===== config.mk =====
export PLATFORM = sky130hd
export DESIGN_NAME = imem_loader
export DESIGN_NICKNAME = d
export VERILOG_FILES = /design/src/rtl/imem_loader.sv
export SDC_FILE = /design/constraint.sdc
export NUM_CORES = 1
export LEC_CHECK = 0
export BUFFER_PORTS_ARGS = -buffer_cell sky130_fd_sc_hd__buf_2
export CORE_ASPECT_RATIO = 0.7
export CORE_MARGIN = 2
export CORE_UTILIZATION = 30
export DETAILED_ROUTE_END_ITERATION = 7
export HOLD_SLACK_MARGIN = 0.02
export PLACE_DENSITY = 0.52
export SLEW_MARGIN = 5
export SYNTH_ARGS = -nofsm -noshare
export SYNTH_HDL_FRONTEND = slang
export SYNTH_SLANG_ARGS = --single-unit

===== constraint.sdc =====
create_clock -name clk -period 2.6 [get_ports clk]
set_input_delay 0.26 -clock clk [delete_from_list [all_inputs] [get_ports clk]]
set_output_delay 0.26 -clock clk [all_outputs]
set_load 0.1 [all_outputs]

===== src/rtl/imem_loader.sv =====
// -----------------------------------------------------------------------------
// imem_loader
//
// Receives a little-endian byte stream, packs it into 32-bit instruction words
// and writes them into instruction memory starting at address 0. The load ends
// in one of two ways:
//   - the last address (DEPTH-1) is written, or
//   - a HALT_WORD is written first, after which every remaining address up to
//     DEPTH-1 is written with zero.
// The CPU is held in reset (cpu_rst=1) until the memory is fully written.
//
// Ports
//   clk         rising-edge clock, the block's only clock
//   rst         synchronous, active-high reset
//   start       single-cycle request to begin a load (honoured in IDLE/DONE)
//   byte_valid  byte_data carries a valid byte
//   byte_data   program byte stream, byte 0 of each word is the LSB
//   byte_ready  loader can accept a byte this cycle
//   wr_en       instruction-memory write strobe
//   wr_addr     instruction-memory word address
//   wr_data     instruction word to write (0 whenever wr_en=0)
//   busy        load in progress
//   done        memory fully written
//   cpu_rst     holds the CPU in reset while high
//
// All outputs are decoded from registered state only.
// -----------------------------------------------------------------------------
module imem_loader #(
    parameter int          DEPTH     = 32,
    parameter int          ADDR_W    = 5,
    parameter logic [31:0] HALT_WORD = 32'h0000007F
) (
    input  logic              clk,
    input  logic              rst,
    input  logic              start,
    input  logic              byte_valid,
    input  logic [7:0]        byte_data,
    output logic              byte_ready,
    output logic              wr_en,
    output logic [ADDR_W-1:0] wr_addr,
    output logic [31:0]       wr_data,
    output logic              busy,
    output logic              done,
    output logic              cpu_rst
);

    localparam logic [2:0] S_IDLE  = 3'd0;
    localparam logic [2:0] S_RECV  = 3'd1;
    localparam logic [2:0] S_WRITE = 3'd2;
    localparam logic [2:0] S_FILL  = 3'd3;
    localparam logic [2:0] S_DONE  = 3'd4;

    localparam logic [ADDR_W-1:0] LAST_ADDR = ADDR_W'(DEPTH - 1);

    logic [2:0]        state_q, state_d;
    logic [ADDR_W-1:0] addr_q, addr_d;
    logic [1:0]        cnt_q, cnt_d;
    logic [31:0]       word_w;
    logic              byte_accept;
    logic              clear_word;

    // byte_ready is exactly "state is RECV", so this is the handshake.
    assign byte_accept = (state_q == S_RECV) && byte_valid;

    // Start every word from a clean assembly register whenever RECV is entered.
    assign clear_word = (state_d == S_RECV) && (state_q != S_RECV);

    // One byte lane per word byte; lane gi captures the byte while cnt_q==gi.
    for (genvar gi = 0; gi < 4; gi++) begin : g_lane
        logic [7:0] lane_q;

        always_ff @(posedge clk) begin
            if (rst || clear_word) begin
                lane_q <= '0;
            end else if (byte_accept && (cnt_q == 2'(gi))) begin
                lane_q <= byte_data;
            end
        end

        assign word_w[8*gi +: 8] = lane_q;
    end

    always_comb begin
        state_d = state_q;
        addr_d  = addr_q;
        cnt_d   = cnt_q;
        case (state_q)
            S_IDLE, S_DONE: begin
                if (start) begin
                    state_d = S_RECV;
                    addr_d  = '0;
                    cnt_d   = '0;
                end
            end
            S_RECV: begin
                if (byte_valid) begin
                    if (cnt_q == 2'd3) begin
                        state_d = S_WRITE;
                        cnt_d   = '0;
                    end else begin
                        cnt_d = cnt_q + 2'd1;
                    end
                end
            end
            S_WRITE: begin
                // Reaching the last address ends the load even for a halt word,
                // so the address never wraps.
                if (addr_q == LAST_ADDR) begin
                    state_d = S_DONE;
                end else if (word_w == HALT_WORD) begin
                    state_d = S_FILL;
                    addr_d  = addr_q + ADDR_W'(1);
                end else begin
                    state_d = S_RECV;
                    addr_d  = addr_q + ADDR_W'(1);
                    cnt_d   = '0;
                end
            end
            S_FILL: begin
                if (addr_q == LAST_ADDR) begin
                    state_d = S_DONE;
                end else begin
                    addr_d = addr_q + ADDR_W'(1);
                end
            end
            default: begin
                state_d = S_IDLE;
            end
        endcase
    end

    always_ff @(posedge clk) begin
        if (rst) begin
            state_q <= S_IDLE;
            addr_q  <= '0;
            cnt_q   <= '0;
        end else begin
            state_q <= state_d;
            addr_q  <= addr_d;
            cnt_q   <= cnt_d;
        end
    end

    assign byte_ready = (state_q == S_RECV);
    assign wr_en      = (state_q == S_WRITE) || (state_q == S_FILL);
    assign wr_addr    = addr_q;
    assign wr_data    = (state_q == S_WRITE) ? word_w : 32'h0;
    assign busy       = (state_q == S_RECV) || (state_q == S_WRITE) || (state_q == S_FILL);
    assign done       = (state_q == S_DONE);
    assign cpu_rst    = (state_q != S_DONE);

endmodule


==> metrics.txt <==
Power per Cell Area approximately 430 nW/um^2; Worst Hold Endpoint g_lane[3].lane_q[0]$_SDFFE_PP0P_; category of cells accounting for the largest share of critical-path delay buffers and inverters; filler cell count in the final layout about 750; crit path DAT 2060 ps; clock sink count 42; Finished Cell Area 2738 um^2; post-layout net count 297; post-synthesis average cell area 9.966 um^2; setup violation total in the final timing report 0; Port Buf Inserts 53; worst hold path cell count 3; Post-CTS Setup Bufs 0; area inside the core boundary 7320 um^2; setup skew after layout 7.323 ps; number of vias in the routed layout approximately 1700; WP data required 2340 ps; fraction of met1 tracks used by global routing 19.67%; biggest fanout along the worst timing path 13; origin of the critical flop-to-flop path wr_addr[0]$_SDFFE_PP0P_; Min-Delay Startpoint byte_data[0]; htree depth 2; clock edge transition at the registers on the reported setup and hold paths 80 ps; logic depth of the worst register-to-register path 7; number of clock buffers inserted by TritonCTS 5; part of the cycle the worst path needs a little under 90%; io pins 54; slowest stage cell on the critical path sky130_fd_sc_hd__dfxtp_1; leakage component of the power 1.267 nW; Yosys reg bits 42; Hold/Removal Path Class in2reg; number of max-cap violations 0; leading cell types in the layout, fill and taps excluded sky130_fd_sc_hd__buf_2, sky130_fd_sc_hd__dfxtp_1, sky130_fd_sc_hd__mux2i_1; Area growth, synth to finish 20.48%; actual transition at the worst max-transition pin 535.6 ps; largest voltage drop on the vdd net ~0.17 mV; initial cell density of the core 31.04%; Rows 26; number of distinct library cells after synthesis 38; nature of the critical path startpoint flip-flop; Highest Clock Rate approximately 0.43 GHz; Setup CP Type reg2out; GP Congestion 0.8042; quantity of gates resized following cts 0; nets in the synthesized netlist between 200 and 250; Largest stage delay, worst path 500 ps; global-route met2 utilization 19.56%; total detailed-routing wirelength around 5300 um; kind of end point of the critical path output pin; wire length of the first global-routing pass 8742 um; Yosys warning total 0; drc violations 0; Synth Instances 228; CP bufs+invs 2; worst setup slack before clock tree synthesis 545.9 ps; fraction of final layout cells sized beyond drive strength 1 39.07%; routing layer with the top usage in global route met1; clock tree root driver cell sky130_fd_sc_hd__clkbuf_8; Slew Limit Fails 0; hold bufs inserted after CTS 0; detailed placer's ending HPWL 3909 um; Final ANT Viol Nets 0; global-route met3 utilization 2.721%; Iter 0 DRT Violations 88; worst flop-to-flop path endpoint g_lane[0].lane_q[5]$_SDFFE_PP0P_; crit path cell chain nor3b_2 -> buf_4 -> and2_2 -> buf_2; global route overflow 0; portion of the post-synthesis area used by sequential elements 37.00%; Total Neg Setup Slack 0 ps; maximum buffer depth of the clock tree 2; Cell Area, Synth 2272 um^2; result of the run finished, final reports clean; via count of the first global-routing pass 1689; reg-to-reg setup timing slack 530 ps; slew margin rel. around 64%; CTS tree done; number of search-and-repair iterations in the first detailed-routing pass 4; Antenna diodes 0; endpoints failing hold 0; Period minus WS final 2322 ps; Final WS setup between 200 and 300 ps; routed length per instance 14.03 um; antenna violations before repair 0; leading cell type in the layout, fill and taps excluded sky130_fd_sc_hd__buf_2; global-route total usage across every layer 13.38%; maximum number of pins on one net before global-route repair 33; clock latency on the worst-skew pair 290 ps; DIE AREA 8298 um^2; Die H 76.82 um; instance area at placement 2659 um^2; number of vias per cell after detailed routing 4.578; setup repair after global routing missed its margin false; floorplan die width between 100 and 150 um
[sequential cells by signal, indices dropped and copies added, names as in the netlist]
| signal | cells |
|---|---|
| wr_addr | 5 |
| state_q | 3 |
| g_lane.lane_q | 32 |
| cnt_q | 2 |
[area by class of cell]
type / instances / area (um^2) / share of cell area (%)
well taps: 98 / 122.6 / 4.479
inverters: 4 / 15.01 / 0.5484
clock inverters: 2 / 10.01 / 0.3656
flip-flops and latches: 42 / 843.3 / 30.80
multi-input cells: 167 / 1355 / 49.50
clock buffers: 5 / 68.82 / 2.514
repair buffers: 59 / 322.8 / 11.79
[per-layer routing]
| metal | routed length (um) | vias to the layer above | part of all wire (%) |
|---|---|---|---|
| met5 | 0 | - | 0 |
| met4 | 51 | 0 | 0.96 |
| met3 | 181 | 5 | 3.4 |
| met1 | 2895 | 790 | 55 |
| met2 | 2160 | 25 | 41 |
| li1 | - | 906 | - |
[worst min-delay path, delay by kind of cell]
kind,cells,cell delay (ps)
buffers and inverters,1,120
AO/OA/AOI/OAI,1,90
multiplexers,1,80
[kinds of logic after synthesis]
family / count (synthesis) / share of synthesized area, %
and+or+nand+nor: 79 / 23.62
DFF: 42 / 37.00
buffers and inverters: 19 / 4.460
muxes: 35 / 15.42
xor gates and xnor gates: 2 / 0.7711
adders and majority gates: 6 / 3.304
AOI/OAI and AO/OA: 45 / 15.42
[through the flow]
| stage | power (mW) | util (%) | hold slack, ps | instances |
|---|---|---|---|---|
| after global routing | 1.220 | 37.40 | 294.4 | 377 |
| after detailed placement | 0.7850 | 36.32 | 514.9 | 370 |
| final | 1.166 | 37.40 | 293.8 | 377 |
| after floorplan | 0.7455 | - | 431.3 | 228 |
| after global placement | 0.7856 | 36.32 | 503.1 | 370 |
| after CTS | 1.182 | 37.40 | 284.3 | 377 |
[worst max path at each step]
stage / startpoint / endpoint / slack, ps / depth (start not counted)
global route: state_q[1]$_SDFF_PP0_ / wr_data[21] / 150 / 4
floorplan: wr_addr[3]$_SDFFE_PP0P_ / g_lane[0].lane_q[0]$_SDFFE_PP0P_ / 160 / 8
finish: state_q[1]$_SDFF_PP0_ / wr_data[29] / 280 / 4
global placement: wr_addr[0]$_SDFFE_PP0P_ / g_lane[0].lane_q[1]$_SDFFE_PP0P_ / 570 / 7
detailed placement: wr_addr[0]$_SDFFE_PP0P_ / g_lane[0].lane_q[5]$_SDFFE_PP0P_ / 550 / 7
CTS: state_q[1]$_SDFF_PP0_ / wr_data[29] / 250 / 4
[cells in the mapped netlist]
| cell type | number | share of area, % |
|---|---|---|
| sky130_fd_sc_hd__buf_2 | 6 | 1.3 |
| sky130_fd_sc_hd__nor2b_1 | 2 | 0.55 |
| sky130_fd_sc_hd__inv_1 | 4 | 0.66 |
| sky130_fd_sc_hd__nor4_4 | 1 | 0.94 |
| sky130_fd_sc_hd__nor3_1 | 3 | 0.66 |
| sky130_fd_sc_hd__and4_1 | 1 | 0.39 |
| sky130_fd_sc_hd__a211oi_1 | 1 | 0.33 |
| sky130_fd_sc_hd__nand2b_1 | 3 | 0.83 |
| sky130_fd_sc_hd__nand2_1 | 7 | 1.2 |
| sky130_fd_sc_hd__or4_4 | 1 | 0.50 |
| sky130_fd_sc_hd__a21oi_1 | 8 | 1.8 |
| sky130_fd_sc_hd__or4b_2 | 1 | 0.44 |
| sky130_fd_sc_hd__nor4b_1 | 3 | 1.2 |
| sky130_fd_sc_hd__nor2_1 | 8 | 1.3 |
| sky130_fd_sc_hd__nor4_1 | 2 | 0.55 |
| sky130_fd_sc_hd__a21oi_2 | 30 | 12 |
| sky130_fd_sc_hd__a31oi_1 | 1 | 0.28 |
| sky130_fd_sc_hd__mux2i_1 | 35 | 15 |
| sky130_fd_sc_hd__nor3b_1 | 5 | 1.7 |
| sky130_fd_sc_hd__and3_1 | 2 | 0.55 |
| sky130_fd_sc_hd__and2_2 | 1 | 0.33 |
| sky130_fd_sc_hd__xor2_1 | 2 | 0.77 |
| sky130_fd_sc_hd__buf_6 | 3 | 1.5 |
| sky130_fd_sc_hd__o21bai_1 | 2 | 0.66 |
| sky130_fd_sc_hd__nand3b_1 | 1 | 0.33 |
| sky130_fd_sc_hd__nor3b_2 | 1 | 0.55 |
| sky130_fd_sc_hd__nand4b_1 | 2 | 0.77 |
| sky130_fd_sc_hd__dfxtp_1 | 42 | 37 |
| sky130_fd_sc_hd__ha_1 | 6 | 3.3 |
| sky130_fd_sc_hd__or4_1 | 1 | 0.33 |
| sky130_fd_sc_hd__and2_1 | 31 | 8.5 |
| sky130_fd_sc_hd__clkbuf_1 | 5 | 0.83 |
| sky130_fd_sc_hd__and4bb_2 | 1 | 0.55 |
| sky130_fd_sc_hd__o2111ai_1 | 1 | 0.39 |
| sky130_fd_sc_hd__or4b_4 | 1 | 0.61 |
| sky130_fd_sc_hd__o21ai_0 | 2 | 0.44 |
| sky130_fd_sc_hd__nand4_4 | 1 | 0.94 |
| sky130_fd_sc_hd__buf_1 | 1 | 0.17 |
[where the power goes]
part | internal [mW] | switching, mW
registers | 0.649 | 0.00802
clock network | 0.180 | 0.216
logic | 0.0377 | 0.0753
total | 0.867 | 0.299
(Power assumes the default switching activity.)
